## src/rtl/mw_writeback.sv

```systemverilog
`default_nettype none
// ============================================================================
//  Module      : mw_writeback
//  Description : M->W pipeline register and write-back data selection.
//                Latches the memory-stage result and produces the register
//                file write port (address, data, enable) one edge later.
//                Sub-word load extension is compiled in only when the macro
//                MW_SUBWORD_LOAD_EN is defined; otherwise every load is a
//                plain word load.
//  Revision    : 1.0 - initial release
// ============================================================================
module mw_writeback (
  input  logic        clk,
  input  logic        reset,
  input  logic        stall,
  input  logic        flush,
  input  logic [31:0] ALUOut_M,
  input  logic [31:0] DMRD_M,
  input  logic [31:0] PC8_M,
  input  logic [4:0]  A3_M,
  input  logic        RegWrite_M,
  input  logic [1:0]  WDSel_M,
  input  logic [2:0]  LdType_M,
  output logic [4:0]  A3_W,
  output logic [31:0] WD_W,
  output logic        WE_W,
  output logic [31:0] PC8_W,
  output logic        Valid_W
);

  localparam logic [1:0] WDSEL_ALU = 2'b00;
  localparam logic [1:0] WDSEL_MEM = 2'b01;
  localparam logic [1:0] WDSEL_PC8 = 2'b10;

  // Latched W-stage contents
  logic        valid_q;
  logic        regwrite_q;
  logic [4:0]  a3_q;
  logic [31:0] alu_q;
  logic [31:0] dmrd_q;
  logic [31:0] pc8_q;
  logic [1:0]  wdsel_q;
  logic [31:0] load_data;

`ifdef MW_SUBWORD_LOAD_EN
  localparam logic [2:0] LD_LB  = 3'd1;
  localparam logic [2:0] LD_LBU = 3'd2;
  localparam logic [2:0] LD_LH  = 3'd3;
  localparam logic [2:0] LD_LHU = 3'd4;

  logic [2:0]  ldtype_q;
  logic [7:0]  byte_sel;
  logic [15:0] half_sel;

  // Load type register; flush turns it back into a plain word load
  always_ff @(posedge clk or posedge reset) begin
    if (reset) begin
      ldtype_q <= 3'd0;
    end else if (flush) begin
      ldtype_q <= 3'd0;
    end else if (!stall) begin
      ldtype_q <= LdType_M;
    end
  end
`else
  // Without sub-word loads the load type has no effect on the result
  logic unused_ldtype;
  assign unused_ldtype = ^LdType_M;
`endif

  // Pipeline register: flush beats stall, stall holds, otherwise capture
  always_ff @(posedge clk or posedge reset) begin
    if (reset) begin
      valid_q    <= 1'b0;
      regwrite_q <= 1'b0;
      a3_q       <= 5'd0;
      alu_q      <= 32'd0;
      dmrd_q     <= 32'd0;
      pc8_q      <= 32'd0;
      wdsel_q    <= WDSEL_ALU;
    end else if (flush) begin
      valid_q    <= 1'b0;
      regwrite_q <= 1'b0;
      a3_q       <= 5'd0;
      alu_q      <= 32'd0;
      dmrd_q     <= 32'd0;
      pc8_q      <= 32'd0;
      wdsel_q    <= WDSEL_ALU;
    end else if (!stall) begin
      valid_q    <= 1'b1;
      regwrite_q <= RegWrite_M;
      a3_q       <= A3_M;
      alu_q      <= ALUOut_M;
      dmrd_q     <= DMRD_M;
      pc8_q      <= PC8_M;
      wdsel_q    <= WDSel_M;
    end
  end

  // Load extension: pick byte/halfword from the latched address, then extend
  always_comb begin
    load_data = dmrd_q;
`ifdef MW_SUBWORD_LOAD_EN
    case (alu_q[1:0])
      2'd0:    byte_sel = dmrd_q[7:0];
      2'd1:    byte_sel = dmrd_q[15:8];
      2'd2:    byte_sel = dmrd_q[23:16];
      default: byte_sel = dmrd_q[31:24];
    endcase
    // addr[0] is deliberately ignored for halfword accesses
    half_sel = alu_q[1] ? dmrd_q[31:16] : dmrd_q[15:0];
    case (ldtype_q)
      LD_LB:   load_data = {{24{byte_sel[7]}}, byte_sel};
      LD_LBU:  load_data = {24'd0, byte_sel};
      LD_LH:   load_data = {{16{half_sel[15]}}, half_sel};
      LD_LHU:  load_data = {16'd0, half_sel};
      default: load_data = dmrd_q;
    endcase
`endif
  end

  // Write-data mux, purely from latched state
  always_comb begin
    case (wdsel_q)
      WDSEL_ALU: WD_W = alu_q;
      WDSEL_MEM: WD_W = load_data;
      WDSEL_PC8: WD_W = pc8_q;
      default:   WD_W = 32'd0;
    endcase
  end

  // $0 is hard-wired, so a write to it is never issued
  assign WE_W    = regwrite_q & valid_q & (a3_q != 5'd0);
  assign A3_W    = a3_q;
  assign PC8_W   = pc8_q;
  assign Valid_W = valid_q;

endmodule
`default_nettype wire
```

## config.mk

```make
export PLATFORM = sky130hd
export DESIGN_NAME = mw_writeback
export DESIGN_NICKNAME = d
export VERILOG_FILES = /design/src/rtl/mw_writeback.sv
export SDC_FILE = /design/constraint.sdc
export NUM_CORES = 1
export LEC_CHECK = 0
export ABC_AREA = 1
export CORE_ASPECT_RATIO = 1.4
export CORE_MARGIN = 3
export CORE_UTILIZATION = 44
export DETAILED_ROUTE_END_ITERATION = 16
export GPL_TIMING_DRIVEN = 0
export PLACE_DENSITY_LB_ADDON = 0.12
export SLEW_MARGIN = 20
export SYNTH_ARGS = -nofsm -noshare
export SYNTH_HDL_FRONTEND = slang
export SYNTH_SLANG_ARGS = --single-unit
export TNS_END_PERCENT = 5
```

## constraint.sdc

```tcl
create_clock -name clk -period 4.1 [get_ports clk]
set_input_delay 0.82 -clock clk [delete_from_list [all_inputs] [get_ports clk]]
set_output_delay 0.82 -clock clk [all_outputs]
set_load 0.02 [all_outputs]
```

==> flow_summary.yaml <==
cts:
  clk_latency_ns: 0.34
  tritoncts: "done"
  post_cts_buffers: 0
  clk_pin_slew_ns: 0.07
  root_buffer: "clkbuf_16"
  cts_max_level: 3
  hold_buffers: 0
  cts_resized: 0
  clock_path_buffers: 2
  clkSinkCount: 105
  cts_inserted_buffers: 9
worst_hold_path:
  min_to: "dmrd_q[23]"
  hold_path_class: "reg -> reg"
  whs_path_depth: 2
  min_from: "dmrd_q[23]"
placement:
  place_congestion: 0.861
  io_buffers: 177
  dp_hpwl_mm: 11.0
  place_inst: 920
sta:
  whs_ns: 0.507
  final.setup.tns_ns: 0
  rsz0062_at_grt: "no"
  fin_skew_ns: 0
  finalCritPeriodShare_pct: 74.0
  period_needed_ns: 3.03
  worstMarginPinSlew_ns: 0.562
  max_freq_ghz: 0.330
  slew_violations: 0
  finalSetupViolCount: 0
  finalHoldViolCount: 0
  max-slew-margin-rel_pct: 62.6
pwr:
  pwr_density_cell_nw_per_um2: 354
  ir_worst_vdd_uv: 197
  p_leak_nw: 3.54
synth:
  synthDistinctLibCells: 13
  syn_avg_cell_area_um2: 7.87
  synth-seq-cells: 105
  syn_area_um2: 4750
  ys_warn_count: 0
  syn_inst: 604
  ys_seq_area_share_pct: 55.3
  synth_nets: 715
critical_path:
  required_ns: 3.28
  critPathKind: "reg -> out"
  worstSetupStartpointType: "flip-flop"
  rrSetupSlack_ns: 3.40
  crit_family: "buffers and inverters"
  crit_path_cell_trace: "nor2_1 -> buf_2 -> nand2_1 -> nand3_1 -> clkdlybuf4s50_1"
  critical_path.slowest_cell: "clkdlybuf4s50_1"
  reg2reg_depth: 2
  reg2reg_to: "wdsel_q[0]"
  path_max_fanout: 10
  crit_buf_inv: 2
  worstReg2RegStart: "wdsel_q[0]"
  slowest_delay_ns: 0.61
  worstPathArrival_ns: 2.21
  worstSetupEndpointType: "output port"
final_layout:
  final_layout_size_suffix_gt1_share_pct: 7.29
  fin_nets: 904
  insertedDiodeCount: 0
  stdcell_count: 934
  syn2layout_area_growth_pct: 48.0
floorplanning:
  core_area_um2: 10500
  row_count: 44
  die_height_um: 129
  die_w_um: 93.8
  io_pins: 182
  start_util_pct: 45.4
  dieArea_um2: 12100
global_routing:
  first_global_vias: 4770
  gr-total-overflow: 0
  grt_max_degree: 62
  grt_pass1_wl_mm: 23.7
  grt_usage_pct: 25.4
  antenna_found_initial: 0
routing:
  dr_total_vias: 4808
  drc: 0
  post_drt_via_cell_ratio: 5.15
  drt_wl_total_mm: 15.0
  drtPass1Iterations: 7
  drt_first_iter_violations: 280
  antenna_left: 0
  drt-wirelength-per-cell_um: 16.0
outcome:
  outcome: "complete, no violations"
job:
  drv_cap: 0
## area by class of cell
cell class	instances	area, um^2
Multi-Input combinational cell	448	1870
Timing Repair Buffer	178	1800
Buffer	43	226
Inverter	8	35.0
Fill cell	894	3430
Clock buffer	12	267
Clock inverter	2	37.5
Sequential cell	105	2630
Tap cell	138	173
## layer usage
layer | vias up | GRT usage [%] | wire, um
met5 | - | 0 | 0
li1 | 2291 | - | -
met3 | 31 | 4.04 | 1030
met2 | 206 | 44.8 | 7860
met4 | 0 | 11.2 | 393
met1 | 2280 | 30.4 | 5700
## sequential cells by signal, summed over array words and instances, names as in the netlist
| name | count |
|---|---|
| wdsel_q | 2 |
| alu_q | 32 |
| A3_W | 5 |
| Valid_W | 1 |
| regwrite_q | 1 |
| dmrd_q | 32 |
| PC8_W | 32 |
## where the power goes
part	internal [mW]	total, mW	switching [mW]	leakage [nW]
registers	1.09	1.13	0.0387	1.40
clock network	0.517	0.878	0.362	0.147
logic	0.228	0.475	0.247	2.00
total	1.84	2.49	0.648	3.54
## worst max-delay path by stage
| stage | start | slack, ns | cells past startpoint | end |
|---|---|---|---|---|
| floorplan | reset | 0.52 | 1 | A3_W[0] |
| global placement | reset | -1.01 | 2 | alu_q[27] |
| detailed placement | wdsel_q[0] | 1.42 | 5 | WD_W[25] |
| CTS | wdsel_q[0] | 1.02 | 5 | WD_W[25] |
| global route | wdsel_q[0] | 0.87 | 5 | WD_W[25] |
| finish | wdsel_q[0] | 1.07 | 5 | WD_W[25] |
## layout by cell type (no fill, tap or decap), drive strengths merged
cell type      instances
inv                    8
nand2                304
bufinv                 1
dfrtp                105
a21oi                  1
clkinvlp               1
nand3                134
nor2                   6
clkbuf                17
buf                   39
clkdlybuf4s50        177
o21ai                  3
## worst register-to-register path: cells and delay by family (launching register included)
family	cells	cell delay, ns
compound gates	1	0.09
buf+inv	1	0.10
flops	1	0.40
## metrics by stage
step                setup slack, ns  utilization [%]  area, um^2  power, mW
floorplan                     0.519                -        4750       1.36
global placement              -1.01             64.0        6700       1.62
detailed placement             1.42             64.3        6730       1.63
CTS                            1.02             67.2        7030       2.50
global route                  0.868             67.2        7030       2.59
finish                         1.07             67.2        7030       2.49
## logic make-up after synthesis
group                  count (synthesis)  share of synthesized area [%]
DFF                                  105                           55.3
buffers and inverters                 51                           5.40
AOI/OAI and AO/OA                      4                          0.421
and+or+nand+nor                      444                           38.9
## Yosys cell counts
library cell	count	share of area (%)
nand2_1	304	24
nand3_1	134	14
dfrtp_1	105	55
buf_2	31	3.3
buf_4	7	1.1
inv_1	7	0.55
clkbuf_1	5	0.40
nor2_1	3	0.24
o21ai_0	3	0.32
nor2_2	2	0.26
a21oi_1	1	0.11
inv_2	1	0.079
nor2_4	1	0.24
(Power assumes the default switching activity.)
